<file path="config.mk">
export PLATFORM = sky130hd
export DESIGN_NAME = isp_awb_grayworld
export DESIGN_NICKNAME = d
export VERILOG_FILES = /design/src/rtl/isp_awb_grayworld_pkg.sv /design/src/rtl/awb_serial_div.sv /design/src/rtl/isp_awb_grayworld.sv
export SDC_FILE = /design/constraint.sdc
export NUM_CORES = 2
export LEC_CHECK = 0
export CAP_MARGIN = 20
export CELL_PAD_IN_SITES_DETAIL_PLACEMENT = 1
export CELL_PAD_IN_SITES_GLOBAL_PLACEMENT = 1
export CORE_MARGIN = 4
export CORE_UTILIZATION = 50
export CTS_CLUSTER_SIZE = 40
export DETAILED_ROUTE_END_ITERATION = 10
export GPL_TIMING_DRIVEN = 0
export PLACE_DENSITY_LB_ADDON = 0.1
export SLEW_MARGIN = 20
export SYNTH_ARGS = -nofsm -noshare
export SYNTH_HDL_FRONTEND = slang
export SYNTH_SLANG_ARGS = --single-unit
export TNS_END_PERCENT = 20
</file>
<file path="constraint.sdc">
create_clock -name clk -period 20.2 [get_ports clk]
set_input_delay 6.06 -clock clk [delete_from_list [all_inputs] [get_ports clk]]
set_output_delay 6.06 -clock clk [all_outputs]
set_load 0.03 [all_outputs]
</file>
<file path="src/rtl/isp_awb_grayworld_pkg.sv">
// Shared definitions for the gray-world AWB stage: default widths, gain constants
// and the gain-computation FSM state encoding.
package isp_awb_grayworld_pkg;

    localparam int AWB_DATA_W    = 8;
    localparam int AWB_SUM_W     = 32;
    localparam int AWB_GAIN_FRAC = 8;
    localparam int AWB_GAIN_W    = 12;

    localparam logic [AWB_GAIN_W-1:0] AWB_GAIN_MAX   = 12'hFFF;
    localparam logic [AWB_GAIN_W-1:0] AWB_UNITY_GAIN = 12'h100;

    typedef enum logic [1:0] {
        IDLE   = 2'd0,
        DIV_R  = 2'd1,
        DIV_B  = 2'd2,
        UPDATE = 2'd3
    } awb_state_e;

endpackage

</file>
<file path="src/rtl/awb_serial_div.sv">
// Restoring serial divider, one quotient bit per cycle. start loads the operands;
// done pulses one cycle after the last quotient bit is produced.
module awb_serial_div #(
    parameter int DVD_W = 40,
    parameter int DVS_W = 32
) (
    input  logic             clk,
    input  logic             rst,
    input  logic             start,
    input  logic [DVD_W-1:0] dividend,
    input  logic [DVS_W-1:0] divisor,
    output logic             busy,
    output logic             done,
    output logic [DVD_W-1:0] quotient
);

    localparam int CNT_W = $clog2(DVD_W + 1);

    logic [DVS_W-1:0] rem;
    logic [DVS_W-1:0] dvs;
    logic [CNT_W-1:0] cnt;
    logic [DVS_W+1:0] diff;

    // Quotient register doubles as the dividend shifter: its MSB feeds the remainder.
    assign diff = {1'b0, rem, quotient[DVD_W-1]} - {2'b00, dvs};

    always_ff @(posedge clk or posedge rst) begin
        if (rst) begin
            rem      <= '0;
            dvs      <= '0;
            cnt      <= '0;
            busy     <= 1'b0;
            done     <= 1'b0;
            quotient <= '0;
        end else begin
            done <= 1'b0;
            if (start) begin
                rem      <= '0;
                dvs      <= divisor;
                quotient <= dividend;
                cnt      <= CNT_W'(DVD_W);
                busy     <= 1'b1;
            end else if (busy) begin
                if (!diff[DVS_W+1]) begin
                    rem      <= diff[DVS_W-1:0];
                    quotient <= {quotient[DVD_W-2:0], 1'b1};
                end else begin
                    rem      <= {rem[DVS_W-2:0], quotient[DVD_W-1]};
                    quotient <= {quotient[DVD_W-2:0], 1'b0};
                end
                cnt <= cnt - 1'b1;
                if (cnt == CNT_W'(1)) begin
                    busy <= 1'b0;
                    done <= 1'b1;
                end
            end
        end
    end

endmodule

</file>
<file path="src/rtl/isp_awb_grayworld.sv">
// Gray-world auto white balance: per-frame channel sums, R/B gains relative to G
// computed in vertical blanking, applied to the next frame via a 3-stage pipeline.
import isp_awb_grayworld_pkg::*;

module isp_awb_grayworld #(
    parameter int                 DATA_W    = AWB_DATA_W,
    parameter int                 SUM_W     = AWB_SUM_W,
    parameter int                 GAIN_FRAC = AWB_GAIN_FRAC,
    parameter int                 GAIN_W    = AWB_GAIN_W,
    parameter logic [GAIN_W-1:0]  GAIN_MAX  = AWB_GAIN_MAX
) (
    input  logic              clk,
    input  logic              rst,
    input  logic              en,
    input  logic              pre_vsync,
    input  logic              pre_de,
    input  logic [DATA_W-1:0] pre_r,
    input  logic [DATA_W-1:0] pre_g,
    input  logic [DATA_W-1:0] pre_b,
    output logic              post_vsync,
    output logic              post_de,
    output logic [DATA_W-1:0] post_r,
    output logic [DATA_W-1:0] post_g,
    output logic [DATA_W-1:0] post_b,
    output logic [GAIN_W-1:0] gain_r,
    output logic [GAIN_W-1:0] gain_b,
    output logic              stat_valid
);

    localparam int Q_W    = SUM_W + GAIN_FRAC;
    localparam int PROD_W = DATA_W + GAIN_W;
    localparam int RND_W  = PROD_W + 1;
    localparam logic [GAIN_W-1:0] UNITY = GAIN_W'(1) << GAIN_FRAC;

    function automatic logic [SUM_W-1:0] sat_add(input logic [SUM_W-1:0] a,
                                                 input logic [DATA_W-1:0] b);
        logic [SUM_W:0] s;
        s = {1'b0, a} + (SUM_W+1)'(b);
        return s[SUM_W] ? '1 : s[SUM_W-1:0];
    endfunction

    function automatic logic [DATA_W-1:0] round_sat(input logic [PROD_W-1:0] p);
        logic [RND_W-1:0] s;
        s = ({1'b0, p} + (RND_W'(1) << (GAIN_FRAC - 1))) >> GAIN_FRAC;
        return (s > RND_W'({DATA_W{1'b1}})) ? '1 : s[DATA_W-1:0];
    endfunction

    awb_state_e state, state_nxt;

    logic             vs_d, vs_rise, vs_fall;
    logic [SUM_W-1:0] acc_r, acc_g, acc_b;
    logic [SUM_W-1:0] snap_r, snap_g, snap_b;
    logic [GAIN_W-1:0] pend_r, pend_b;

    logic             div_start, div_busy, div_done;
    logic [Q_W-1:0]   div_dividend, div_q;
    logic [SUM_W-1:0] div_divisor;
    logic [GAIN_W-1:0] q_sat;

    assign vs_rise = pre_vsync & ~vs_d;
    assign vs_fall = ~pre_vsync & vs_d;

    // Statistics: a busy FSM at the vsync edge drops the frame but still clears.
    always_ff @(posedge clk or posedge rst) begin
        if (rst) begin
            vs_d   <= 1'b0;
            acc_r  <= '0;
            acc_g  <= '0;
            acc_b  <= '0;
            snap_r <= '0;
            snap_g <= '0;
            snap_b <= '0;
        end else begin
            vs_d <= pre_vsync;
            if (vs_rise) begin
                acc_r <= '0;
                acc_g <= '0;
                acc_b <= '0;
                if (state == IDLE) begin
                    snap_r <= acc_r;
                    snap_g <= acc_g;
                    snap_b <= acc_b;
                end
            end else if (pre_de && !pre_vsync) begin
                acc_r <= sat_add(acc_r, pre_r);
                acc_g <= sat_add(acc_g, pre_g);
                acc_b <= sat_add(acc_b, pre_b);
            end
        end
    end

    // R division starts in the same cycle the snapshot is taken, so it reads acc_* directly.
    assign div_dividend = (state == IDLE) ? {acc_g,  {GAIN_FRAC{1'b0}}}
                                          : {snap_g, {GAIN_FRAC{1'b0}}};
    assign div_divisor  = (state == IDLE) ? acc_r : snap_b;
    assign q_sat        = (div_q > Q_W'(GAIN_MAX)) ? GAIN_MAX : div_q[GAIN_W-1:0];

    awb_serial_div #(
        .DVD_W (Q_W),
        .DVS_W (SUM_W)
    ) u_div (
        .clk      (clk),
        .rst      (rst),
        .start    (div_start),
        .dividend (div_dividend),
        .divisor  (div_divisor),
        .busy     (div_busy),
        .done     (div_done),
        .quotient (div_q)
    );

    always_ff @(posedge clk or posedge rst) begin
        if (rst) state <= IDLE;
        else     state <= state_nxt;
    end

    always_comb begin
        state_nxt = state;
        div_start = 1'b0;
        case (state)
            IDLE: begin
                if (vs_rise && !div_busy) begin
                    div_start = 1'b1;
                    state_nxt = DIV_R;
                end
            end
            DIV_R: begin
                if (div_done) begin
                    div_start = 1'b1;
                    state_nxt = DIV_B;
                end
            end
            DIV_B:   if (div_done) state_nxt = UPDATE;
            UPDATE:  state_nxt = IDLE;
            default: state_nxt = IDLE;
        endcase
    end

    assign stat_valid = (state == UPDATE);

    // A zero channel sum leaves that pending gain untouched.
    always_ff @(posedge clk or posedge rst) begin
        if (rst) begin
            pend_r <= UNITY;
            pend_b <= UNITY;
            gain_r <= UNITY;
            gain_b <= UNITY;
        end else begin
            if (state == DIV_R && div_done && snap_r != '0) pend_r <= q_sat;
            if (state == DIV_B && div_done && snap_b != '0) pend_b <= q_sat;
            if (vs_fall && state == IDLE) begin
                gain_r <= pend_r;
                gain_b <= pend_b;
            end
        end
    end

    logic [1:0]        de_pipe, vs_pipe;
    logic              s1_en, s2_en;
    logic [DATA_W-1:0] s1_r, s1_g, s1_b, s2_r, s2_g, s2_b;
    logic [PROD_W-1:0] s2_prod_r, s2_prod_b;

    always_ff @(posedge clk or posedge rst) begin
        if (rst) begin
            de_pipe    <= '0;
            vs_pipe    <= '0;
            s1_en      <= 1'b0;
            s1_r       <= '0;
            s1_g       <= '0;
            s1_b       <= '0;
            s2_en      <= 1'b0;
            s2_r       <= '0;
            s2_g       <= '0;
            s2_b       <= '0;
            s2_prod_r  <= '0;
            s2_prod_b  <= '0;
            post_de    <= 1'b0;
            post_vsync <= 1'b0;
            post_r     <= '0;
            post_g     <= '0;
            post_b     <= '0;
        end else begin
            de_pipe    <= {de_pipe[0], pre_de};
            vs_pipe    <= {vs_pipe[0], pre_vsync};
            post_de    <= de_pipe[1];
            post_vsync <= vs_pipe[1];
            s1_en      <= en;
            s1_r       <= pre_r;
            s1_g       <= pre_g;
            s1_b       <= pre_b;
            s2_en      <= s1_en;
            s2_r       <= s1_r;
            s2_g       <= s1_g;
            s2_b       <= s1_b;
            s2_prod_r  <= PROD_W'(s1_r) * PROD_W'(gain_r);
            s2_prod_b  <= PROD_W'(s1_b) * PROD_W'(gain_b);
            if (de_pipe[1]) begin
                post_r <= s2_en ? round_sat(s2_prod_r) : s2_r;
                post_g <= s2_g;
                post_b <= s2_en ? round_sat(s2_prod_b) : s2_b;
            end else begin
                post_r <= '0;
                post_g <= '0;
                post_b <= '0;
            end
        end
    end

endmodule
</file>
==> results.cfg <==
[synthesis]
ys_types = 82
synthesis.nets = 3015
yosysTopAreaCell = dfrtp_1
synthAdderAreaFrac_pct = 14.9
yosys_register_bits = 460
synth_flop_cell = dfrtp_1
synth_common_cells = 456 x dfrtp_1, 222 x inv_1, 170 x nand2_1
syn_avg_cell_area_um2 = 10.2
synth_xor_area_share_pct = 2.48
synth_area_leaders = dfrtp_1 41%, fa_1 8.8%, ha_1 6.2%
synth_top_family_by_area = adder cells
async_flop_share_pct = 100
yosysSeqAreaShare_pct = 41.3
syn_area_um2 = 27900
synth.area.mux_share_pct = 9.23
synth_most_common_cell = dfrtp_1
synth-edff-count = 0
syn_inst = 2726
synth_compound_area_share_pct = 12.9
synth_top_area_share_pct = 40.9
synth_warnings = 0
synth_simple_gate_area_share_pct = 14.2

[place]
place.gp.congestion = 0.869
place_inst = 3558
place_hpwl_mm = 63.7
portBuffers = 79
place_ws_ns = 10.14
placed_cell_area_um2 = 29800

[critical_path]
cp_top_family = buffers and inverters
slowest_stage = clkbuf_1
worst-path-buf-inv = 4
end_kind = flip-flop
cp_max_fo = 10
r2r_slack_ns = 14.35
worstPathCellList = clkdlybuf4s50_1, nor2b_1, clkbuf_1, nand2_1, o21ai_0, clkbuf_1, clkbuf_1, nor2_1
critPathArrivalTime_ns = 10.04
required_ns = 20.64
cpPeakStageDelay_ns = 0.76
startpoint_type = input port
cp_common_cell = clkbuf_1
path_class = input port to flip-flop

[sta]
setup_viol = 0
min_period_over_period_pct = 47.5
period_needed_ns = 9.60
clock.fmax_ghz = 0.104
slew_headroom_pct = 30.3
finClkSkew_ns = 0.0264
setup_slack_ns = 10.60
tightest_slew_ns = 1.05
rsz0062_at_grt = no
hold-worst-slack_ns = 0.348
maxSlewViolCount = 0
hold_viol = 0

[grt]
grt_max_degree = 106
grtUsageMet2_pct = 50.3
grt_antenna_before_repair = 0
use_met3_pct = 2.99
grt_usage_pct = 28.9
met1_usage_pct = 37.8
grt_overflow = 0
grt_pass1_vias = 23882
grt-busiest-layer = met2
grt_first_pass_wirelength_mm = 136

[die]
floorplan.rows = 86
chipWidth_um = 244
die-area_um2 = 59600
ios = 80
fp.dieH_um = 244
initial_utilization_pct = 50.5
fp.coreArea_um2 = 55200

[route]
drt_pass1_iterations = 5
wl_per_cell_um = 23.4
ant_nets = 0
avgViaCountPerCell = 5.98
route.detailed.drc = 0
initialDrtViolationCount = 1375
vias = 21815
routed_wl_mm = 85.6

[clocking]
clkTransAtPathRegs_ns = 0.06
cts_resized = 0
h-tree-depth = 2
clkLatencyLatePin_ns = 0.61
clock_sinks = 460
post_cts_buffers = 0
clockBufferDepth = 3
root_buffer = clkbuf_16
cts_buffers = 51
cts_tree = built
cts_hold_buffers = 0

[power_and_ir_drop]
powerDensity_nw_per_um2 = 112
ir_drop_uv = 65.5
leakagePower_nw = 15.0
p_total_mw = 3.54

[finish]
postLayoutCellArea_um2 = 31500
final_nets = 3152
drive_gt1_share_pct = 8.96
area_growth_pct = 13.0
instances_no_fill = 3651
num-fill-cells = 5970

[min_path]
holdCritPathClass = flip-flop to flip-flop

[outcome]
run_status = finished, final reports clean

[flow_run]
drv_cap = 0
cell type report:
class / instances / area, um^2 / share of cell area (%)
multi-input combinational: 1910 / 15000 / 47.6
sequential: 460 / 11500 / 36.5
clock buffer: 73 / 1510 / 4.79
tap: 748 / 936 / 2.97
timing repair buffer: 84 / 928 / 2.94
inverter: 222 / 841 / 2.67
buffer: 134 / 531 / 1.68
clock inverter: 19 / 254 / 0.806
antenna: 1 / 2.50 / 0.00794
where the power goes:
group / internal (mW) / switching [mW]
Sequential: 1.08 / 0.136
Combinational: 0.527 / 0.821
Clock: 0.583 / 0.397
Total: 2.19 / 1.35
cell usage in the layout, fill, tap and decap left out, types with 6 or more instances in the layout:
cell type / instances
o21ai_0: 132
o21a_1: 19
clkbuf_16: 52
buf_1: 8
nand2b_1: 6
nor2_1: 127
and2_1: 162
mux2_2: 135
and3_1: 43
xnor2_1: 54
a31oi_1: 30
a211oi_1: 57
a311oi_1: 16
nor3_1: 43
nor2b_1: 45
a21oi_1: 169
mux2i_1: 103
buf_2: 7
xor2_1: 25
and4_1: 10
o21ai_1: 15
nand4_1: 27
fa_1: 122
o21bai_1: 10
clkinv_2: 6
clkbuf_1: 123
or3_1: 23
clkbuf_8: 13
dfrtp_1: 456
nand2_1: 170
a21o_1: 28
inv_1: 221
clkdlybuf4s50_1: 79
o31ai_1: 10
o211ai_1: 9
ha_1: 138
nand3_1: 53
nor4_1: 31
metal layers:
layer | vias to the layer above | share of wire, %
li1 | 9778 | -
met4 | 0 | 3.5
met2 | 535 | 50
met3 | 176 | 4.2
met1 | 11326 | 42
met5 | - | 0
cell families after synthesis:
family	count (synthesis)
AO/OA/AOI/OAI	570
XOR/XNOR	79
adder cells (fa/ha/maj)	260
buffers and inverters	356
flip-flops	460
multiplexers	240
AND/OR/NAND/NOR	761
path summary, 6_finish.rpt:
kind	startpoint	to	cells after the start
min in group asynchronous	rst	acc_g[19]$_DFFE_PP0P_	2
min reg2reg	s1_g[4]$_DFF_PP0_	s2_g[4]$_DFF_PP0_	0
max	pre_vsync	u_div.quotient[7]$_DFFE_PP0P_	8
min	s1_g[4]$_DFF_PP0_	s2_g[4]$_DFF_PP0_	0
max reg2reg	s1_b[6]$_DFF_PP0_	s2_prod_b[19]$_DFF_PP0_	18
max in group asynchronous	rst	u_div.cnt[1]$_DFFE_PP0P_	4
registers in the layout (all words and copies together) (netlist names), 12 cells and up:
name / flops
acc_b: 32
acc_g: 32
acc_r: 32
gain_b: 12
gain_r: 12
pend_b: 12
pend_r: 12
s2_prod_b: 13
s2_prod_r: 13
snap_b: 32
snap_g: 32
snap_r: 32
u_div.dvs: 32
u_div.quotient: 40
u_div.rem: 32
metrics by stage:
step                      TNS [ns]  util [%]
after floorplan                  0         -
after global placement    -1747.85      53.7
after detailed placement         0      53.9
after CTS                        0      57.1
after global routing             0      57.1
final                            0      57.1
Note: power is estimated with default switching activity, not from simulation.
